===== src/rtl/mac_pkg.sv =====
// Shared constants, types and helpers for the mac_vec dot-product block.
package mac_pkg;

    localparam int DEF_A_W        = 4;
    localparam int DEF_B_W        = 4;
    localparam int DEF_VEC_LEN    = 8;
    localparam int DEF_FIFO_DEPTH = 4;

    typedef enum logic {
        IDLE = 1'b0,
        RUN  = 1'b1
    } mac_state_e;

    // Accumulator width large enough that a full vector of extreme products cannot overflow.
    function automatic int acc_width(input int a_w, input int b_w, input int len);
        return a_w + b_w + $clog2(len);
    endfunction

endpackage


===== src/rtl/mac_fifo.sv =====
// Operand FIFO for mac_vec: power-of-two depth, synchronous flush,
// asynchronous active-low reset. Ready depends only on registered pointers,
// so a full FIFO refuses a push even in a cycle where it is popped.
module mac_fifo #(
    parameter int WIDTH = 4,
    parameter int DEPTH = 4
) (
    input  logic             clk,
    input  logic             reset,
    input  logic             flush,
    input  logic             push_valid,
    input  logic [WIDTH-1:0] push_data,
    output logic             push_ready,
    input  logic             pop,
    output logic [WIDTH-1:0] pop_data,
    output logic             empty
);

    localparam int PTR_W = $clog2(DEPTH);

    logic [WIDTH-1:0] mem [DEPTH];
    logic [PTR_W:0]   wr_ptr;
    logic [PTR_W:0]   rd_ptr;
    logic             full;
    logic             do_push;
    logic             do_pop;

    assign full       = (wr_ptr[PTR_W] != rd_ptr[PTR_W]) &&
                        (wr_ptr[PTR_W-1:0] == rd_ptr[PTR_W-1:0]);
    assign empty      = (wr_ptr == rd_ptr);
    assign push_ready = !full;
    assign do_push    = push_valid && !full && !flush;
    assign do_pop     = pop && !empty && !flush;
    assign pop_data   = mem[rd_ptr[PTR_W-1:0]];

    // Storage array needs no reset; the pointers define which entries are live.
    always_ff @(posedge clk) begin
        if (do_push) begin
            mem[wr_ptr[PTR_W-1:0]] <= push_data;
        end
    end

    // Pointer update; flush wins over any push or pop in the same cycle.
    always_ff @(posedge clk or negedge reset) begin
        if (!reset) begin
            wr_ptr <= '0;
            rd_ptr <= '0;
        end else if (flush) begin
            wr_ptr <= '0;
            rd_ptr <= '0;
        end else begin
            if (do_push) begin
                wr_ptr <= wr_ptr + 1'b1;
            end
            if (do_pop) begin
                rd_ptr <= rd_ptr + 1'b1;
            end
        end
    end

endmodule


===== src/rtl/mac_vec.sv =====
// Signed vector multiply-accumulate. Operands A and B are buffered in their
// own FIFOs, paired in arrival order, multiplied into stage P and summed
// VEC_LEN at a time; each sum is presented on mac_out with a one-cycle
// out_valid strobe.
// Build option: define MAC_SAT_EN to saturate (rather than wrap) the result
// when OUT_W is narrower than the accumulator.
module mac_vec
    import mac_pkg::*;
#(
    parameter int A_W        = DEF_A_W,
    parameter int B_W        = DEF_B_W,
    parameter int VEC_LEN    = DEF_VEC_LEN,
    parameter int FIFO_DEPTH = DEF_FIFO_DEPTH,
    parameter int OUT_W      = acc_width(A_W, B_W, VEC_LEN)
) (
    input  logic                    clk,
    input  logic                    reset,
    input  logic [A_W-1:0]          in_a,
    input  logic                    in_valid_a,
    output logic                    in_ready_a,
    input  logic [B_W-1:0]          in_b,
    input  logic                    in_valid_b,
    output logic                    in_ready_b,
    input  logic                    in_clear,
    output logic signed [OUT_W-1:0] mac_out,
    output logic                    out_valid
);

    localparam int PROD_W = A_W + B_W;
    localparam int ACC_W  = acc_width(A_W, B_W, VEC_LEN);
    localparam int CNT_W  = $clog2(VEC_LEN);

    logic [A_W-1:0]           a_data;
    logic [B_W-1:0]           b_data;
    logic                     a_empty;
    logic                     b_empty;
    logic                     pair_pop;
    logic signed [PROD_W-1:0] a_ext;
    logic signed [PROD_W-1:0] b_ext;
    logic signed [PROD_W-1:0] prod_next;
    logic signed [PROD_W-1:0] prod;
    logic                     prod_vld;
    logic signed [ACC_W-1:0]  prod_ext;
    logic signed [ACC_W-1:0]  acc;
    logic signed [ACC_W-1:0]  acc_sum;
    logic [CNT_W-1:0]         cnt;
    logic                     last;
    logic signed [OUT_W-1:0]  fit_val;
    mac_state_e               state;

    mac_fifo #(
        .WIDTH (A_W),
        .DEPTH (FIFO_DEPTH)
    ) u_fifo_a (
        .clk        (clk),
        .reset      (reset),
        .flush      (in_clear),
        .push_valid (in_valid_a),
        .push_data  (in_a),
        .push_ready (in_ready_a),
        .pop        (pair_pop),
        .pop_data   (a_data),
        .empty      (a_empty)
    );

    mac_fifo #(
        .WIDTH (B_W),
        .DEPTH (FIFO_DEPTH)
    ) u_fifo_b (
        .clk        (clk),
        .reset      (reset),
        .flush      (in_clear),
        .push_valid (in_valid_b),
        .push_data  (in_b),
        .push_ready (in_ready_b),
        .pop        (pair_pop),
        .pop_data   (b_data),
        .empty      (b_empty)
    );

    // A pair is consumed whenever both streams have an operand waiting.
    assign pair_pop  = !a_empty && !b_empty;

    // Operands are sign-extended to the full product width so the multiply is exact.
    assign a_ext     = {{B_W{a_data[A_W-1]}}, a_data};
    assign b_ext     = {{A_W{b_data[B_W-1]}}, b_data};
    assign prod_next = a_ext * b_ext;

    assign prod_ext  = {{CNT_W{prod[PROD_W-1]}}, prod};
    assign acc_sum   = acc + prod_ext;
    assign last      = (cnt == CNT_W'(VEC_LEN - 1));

    // Width fit of the full-precision sum onto mac_out.
    generate
        if (OUT_W == ACC_W) begin : g_fit_same
            assign fit_val = acc_sum;
        end else if (OUT_W > ACC_W) begin : g_fit_wide
            assign fit_val = {{(OUT_W - ACC_W){acc_sum[ACC_W-1]}}, acc_sum};
        end else begin : g_fit_narrow
`ifdef MAC_SAT_EN
            localparam logic signed [ACC_W-1:0] SAT_MAX =
                {{(ACC_W - OUT_W + 1){1'b0}}, {(OUT_W - 1){1'b1}}};
            localparam logic signed [ACC_W-1:0] SAT_MIN =
                {{(ACC_W - OUT_W + 1){1'b1}}, {(OUT_W - 1){1'b0}}};

            // Clamp the sum into the signed range representable on mac_out.
            always_comb begin
                fit_val = acc_sum[OUT_W-1:0];
                if (acc_sum > SAT_MAX) begin
                    fit_val = SAT_MAX[OUT_W-1:0];
                end else if (acc_sum < SAT_MIN) begin
                    fit_val = SAT_MIN[OUT_W-1:0];
                end
            end
`else
            assign fit_val = acc_sum[OUT_W-1:0];
`endif
        end
    endgenerate

    // Stage P: register the product of each popped pair; clear discards it.
    always_ff @(posedge clk or negedge reset) begin
        if (!reset) begin
            prod     <= '0;
            prod_vld <= 1'b0;
        end else if (in_clear) begin
            prod_vld <= 1'b0;
        end else begin
            prod_vld <= pair_pop;
            if (pair_pop) begin
                prod <= prod_next;
            end
        end
    end

    // Accumulate products; the last one of a vector emits the result and restarts at zero.
    always_ff @(posedge clk or negedge reset) begin
        if (!reset) begin
            acc       <= '0;
            cnt       <= '0;
            mac_out   <= '0;
            out_valid <= 1'b0;
        end else begin
            out_valid <= 1'b0;
            if (in_clear) begin
                acc <= '0;
                cnt <= '0;
            end else if (prod_vld) begin
                if (last) begin
                    mac_out   <= fit_val;
                    out_valid <= 1'b1;
                    acc       <= '0;
                    cnt       <= '0;
                end else begin
                    acc <= acc_sum;
                    cnt <= cnt + CNT_W'(1);
                end
            end
        end
    end

    // Activity tracker: RUN from the first pair pop until a vector completes with nothing pending.
    always_ff @(posedge clk or negedge reset) begin
        if (!reset) begin
            state <= IDLE;
        end else if (in_clear) begin
            state <= IDLE;
        end else begin
            case (state)
                IDLE: begin
                    if (pair_pop) begin
                        state <= RUN;
                    end
                end
                RUN: begin
                    if (prod_vld && last && !pair_pop) begin
                        state <= IDLE;
                    end
                end
                default: state <= IDLE;
            endcase
        end
    end

endmodule


===== config.mk =====
export PLATFORM = sky130hd
export DESIGN_NAME = mac_vec
export DESIGN_NICKNAME = d
export VERILOG_FILES = /design/src/rtl/mac_pkg.sv /design/src/rtl/mac_fifo.sv /design/src/rtl/mac_vec.sv
export SDC_FILE = /design/constraint.sdc
export NUM_CORES = 1
export LEC_CHECK = 0
export ABC_AREA = 1
export CAP_MARGIN = 5
export CORE_ASPECT_RATIO = 1.2
export CORE_MARGIN = 4
export CORE_UTILIZATION = 31
export CTS_CLUSTER_SIZE = 20
export DETAILED_ROUTE_END_ITERATION = 7
export PLACE_DENSITY_LB_ADDON = 0.12
export SLEW_MARGIN = 20
export SYNTH_ARGS = -nofsm -noshare
export SYNTH_HDL_FRONTEND = slang
export SYNTH_SLANG_ARGS = --single-unit

===== constraint.sdc =====
create_clock -name clk -period 10.9 [get_ports clk]
set_input_delay 2.725 -clock clk [delete_from_list [all_inputs] [get_ports clk]]
set_output_delay 2.725 -clock clk [all_outputs]
set_load 0.05 [all_outputs]

==> results.toml <==
[logic_synthesis]
netlist_area_sq_um = 4530
syn_nets = 551
synth.top_cell.area_share = 0.260
ys_ff_latch = 79
synth_area_per_cell_sq_um = 9.16
synthCells = 494
ys_types = 36
ys_seq_area_frac = 0.472
synth.largest_area_cell = "dfrtp_1"
yosysWarnings = 0
ys_top_cells_by_area = "dfrtp_1, edfxtp_1, nand2_1"

[clocking]
path_clk_slew_ns = 0.07
hold_buffers = 0
cts-root-buf = "clkbuf_16"
cts_resized = 0
htreeDepth = 3
numCtsBuffers = 9
clock_path_buffers = 2
insertion_delay_ns = 0.34
cts_tree = "done"
cts_num_sinks = 79
cts_setup_buffers = 0

[power_and_ir_drop]
powerDensity_nw_per_um2 = 260
power_mw = 1.36
power.leakage_nw = 2.51
peakVddDrop_uv = 99.1

[worst_hold_path]
hold_depth = 2
holdPathEnd = "mac_out[9]"
holdCritPathClass = "reg2reg"
min-delay-start = "mac_out[9]"

[sta]
maxSlewHeadroom = 0.318
finalCriticalPeriod_ns = 4.83
setup_total_negative_slack_ns = 0
final.period_utilization = 0.443
fin_skew_ns = 0.00995
final-hold-violation-count = 0
tightestPinTransition_ns = 1.02
setup_slack_ns = 6.07
finalMaxSlewViolations = 0
setup_viol = 0
max_freq_mhz = 207
rsz0062_at_grt = "no"

[setup_path]
r2r_slack_ns = 6.48
crit_fanout = 11
ff2ff_path_depth = 22
cp.arrival_ns = 2.10
r2r-start = "u_fifo_a.rd_ptr[0]"
startpoint_type = "flop"
crit_path_end_kind = "output port"
critical_path_class = "reg2out"
reg2reg_to = "prod[7]"
required_ns = 8.18

[route]
drt_first_pass_iters = 4
routedWlPerCell_um = 13.0
ant_nets = 0
routed_wl_um = 9160
dr_total_vias = 3233
viasPerCell = 4.59
drc = 0
drt-initial-drc-count = 110

[global_route]
grt_pass1_wl_um = 15800
antenna_found_initial = 0
gr-total-overflow = 0
grt.total_usage = 0.118
grt_max_degree = 48
grt_pass1_vias = 3275

[floorplan]
dieArea_sq_um = 16600
pin_count = 27
rows = 48
core_sq_um = 14400
die_w_um = 118
start_util = 0.315
fp.dieH_um = 140

[placement]
dp_hpwl_um = 7020
gp_congestion = 0.839
port_buffers = 26
pre_cts_ws_ns = 6.33

[job]
cap_violations = 0

[status]
status = "completed"

[cells_and_area]
fin_nets = 582
diodes = 0
area_growth_pct = 16.0
final_core_util = 0.366
layout-drive-gt1-share = 0.0830
sequential cells by signal, summed over array words and instances, names as in the netlist:
| name | flops |
|---|---|
| u_fifo_a.rd_ptr | 3 |
| prod_vld | 1 |
| cnt | 3 |
| acc | 11 |
| u_fifo_a.wr_ptr | 3 |
| u_fifo_b.mem | 16 |
| u_fifo_b.wr_ptr | 3 |
| out_valid | 1 |
| u_fifo_b.rd_ptr | 3 |
| mac_out | 11 |
| prod | 8 |
| u_fifo_a.mem | 16 |
power breakdown:
| part | switching, mW | leakage [nW] | internal, mW |
|---|---|---|---|
| Clock | 0.125 | 0.154 | 0.186 |
| Sequential | 0.0371 | 0.931 | 0.341 |
| Combinational | 0.409 | 1.42 | 0.264 |
cells by family after synthesis:
group | count (synthesis) | share of synthesized area
AOI/OAI and AO/OA | 56 | 0.0746
xor gates and xnor gates | 14 | 0.0288
and+or+nand+nor | 225 | 0.212
DFF | 79 | 0.472
buffers and inverters | 76 | 0.0741
adders and majority gates | 44 | 0.138
critical path: stages (launching register included):
cell             delay, ns
dfrtp_1               0.58
xor2_1                0.19
nor2_1                0.09
nand2_1               0.09
clkdlybuf4s50_1       0.82
cells in the final DEF (no fill, tap or decap), drive strengths merged:
master         instances
clkinvlp               1
and2                   1
fa                    10
dfrtp                 47
or2                    2
o211ai                 1
buf                    2
a32o                   3
nand3                 33
o21ai                 29
ha                    34
a22o                   2
clkdlybuf4s50         25
nand4                  3
xor2                   7
xnor2                  7
edfxtp                32
a32oi                  3
o31ai                  2
nand3b                 1
a21oi                 14
nor3                   2
o21bai                 2
nand2                145
inv                   72
clkbuf                12
nor2                  38
per-stage QoR:
| step | cell area [sq um] | hold WS [ns] | cells |
|---|---|---|---|
| final | 5250 | 0.478 | 705 |
| after detailed placement | 4930 | 0.460 | 689 |
| after floorplan | 4530 | 0.448 | 494 |
| after global placement | 4930 | 0.460 | 689 |
| after CTS | 5250 | 0.477 | 705 |
| after global routing | 5250 | 0.500 | 705 |
cell usage after synthesis:
master    number
nor3_1         2
a21oi_1       14
ha_1          34
and2_1         1
nor2_1        34
o211ai_1       1
nand2_1      134
nand4_1        3
clkbuf_1       1
o31ai_1        2
o21bai_1       2
inv_2          4
nor2_4         2
a22o_1         2
nand2_4        1
inv_1         64
a32oi_1        3
buf_6          4
nand3b_1       1
a32o_1         3
or2_2          2
edfxtp_1      32
xor2_2         1
o21ai_0       25
o21ai_2        3
nand3_1       33
xor2_1         6
clkbuf_2       1
nand2_2       10
xnor2_1        7
dfrtp_1       47
inv_4          1
nor2_2         2
fa_1          10
o21ai_1        1
buf_12         1
area by class of cell:
class | instances | area, sq um
Sequential cell | 79 | 2140
Fill cell | 1453 | 9110
Tap cell | 175 | 219
Inverter | 69 | 262
Clock inverter | 4 | 31.3
Clock buffer | 12 | 283
Timing Repair Buffer | 27 | 263
Multi-Input combinational cell | 339 | 2050
worst max-delay path by stage:
stage	from	endpoint	slack (ns)	cells past startpoint
2_1_floorplan	u_fifo_a.rd_ptr[0]	prod[7]	6.90	23
3_3_place_gp	in_clear	acc[2]	6.40	3
3_5_place_dp	in_clear	acc[4]	6.33	6
4_1_cts	u_fifo_a.rd_ptr[0]	in_ready_a	6.06	4
5_1_grt	u_fifo_a.rd_ptr[0]	in_ready_a	5.99	4
6_report	u_fifo_a.rd_ptr[0]	in_ready_a	6.07	4
layer usage:
layer / vias up / global-route usage / part of all wire
met3: 11 / 0.0246 / 0.031
met2: 57 / 0.209 / 0.51
li1: 1663 / - / -
met1: 1502 / 0.138 / 0.44
met4: 0 / 0.0519 / 0.019
met5: - / 0 / 0
(Power assumes the default switching activity.)
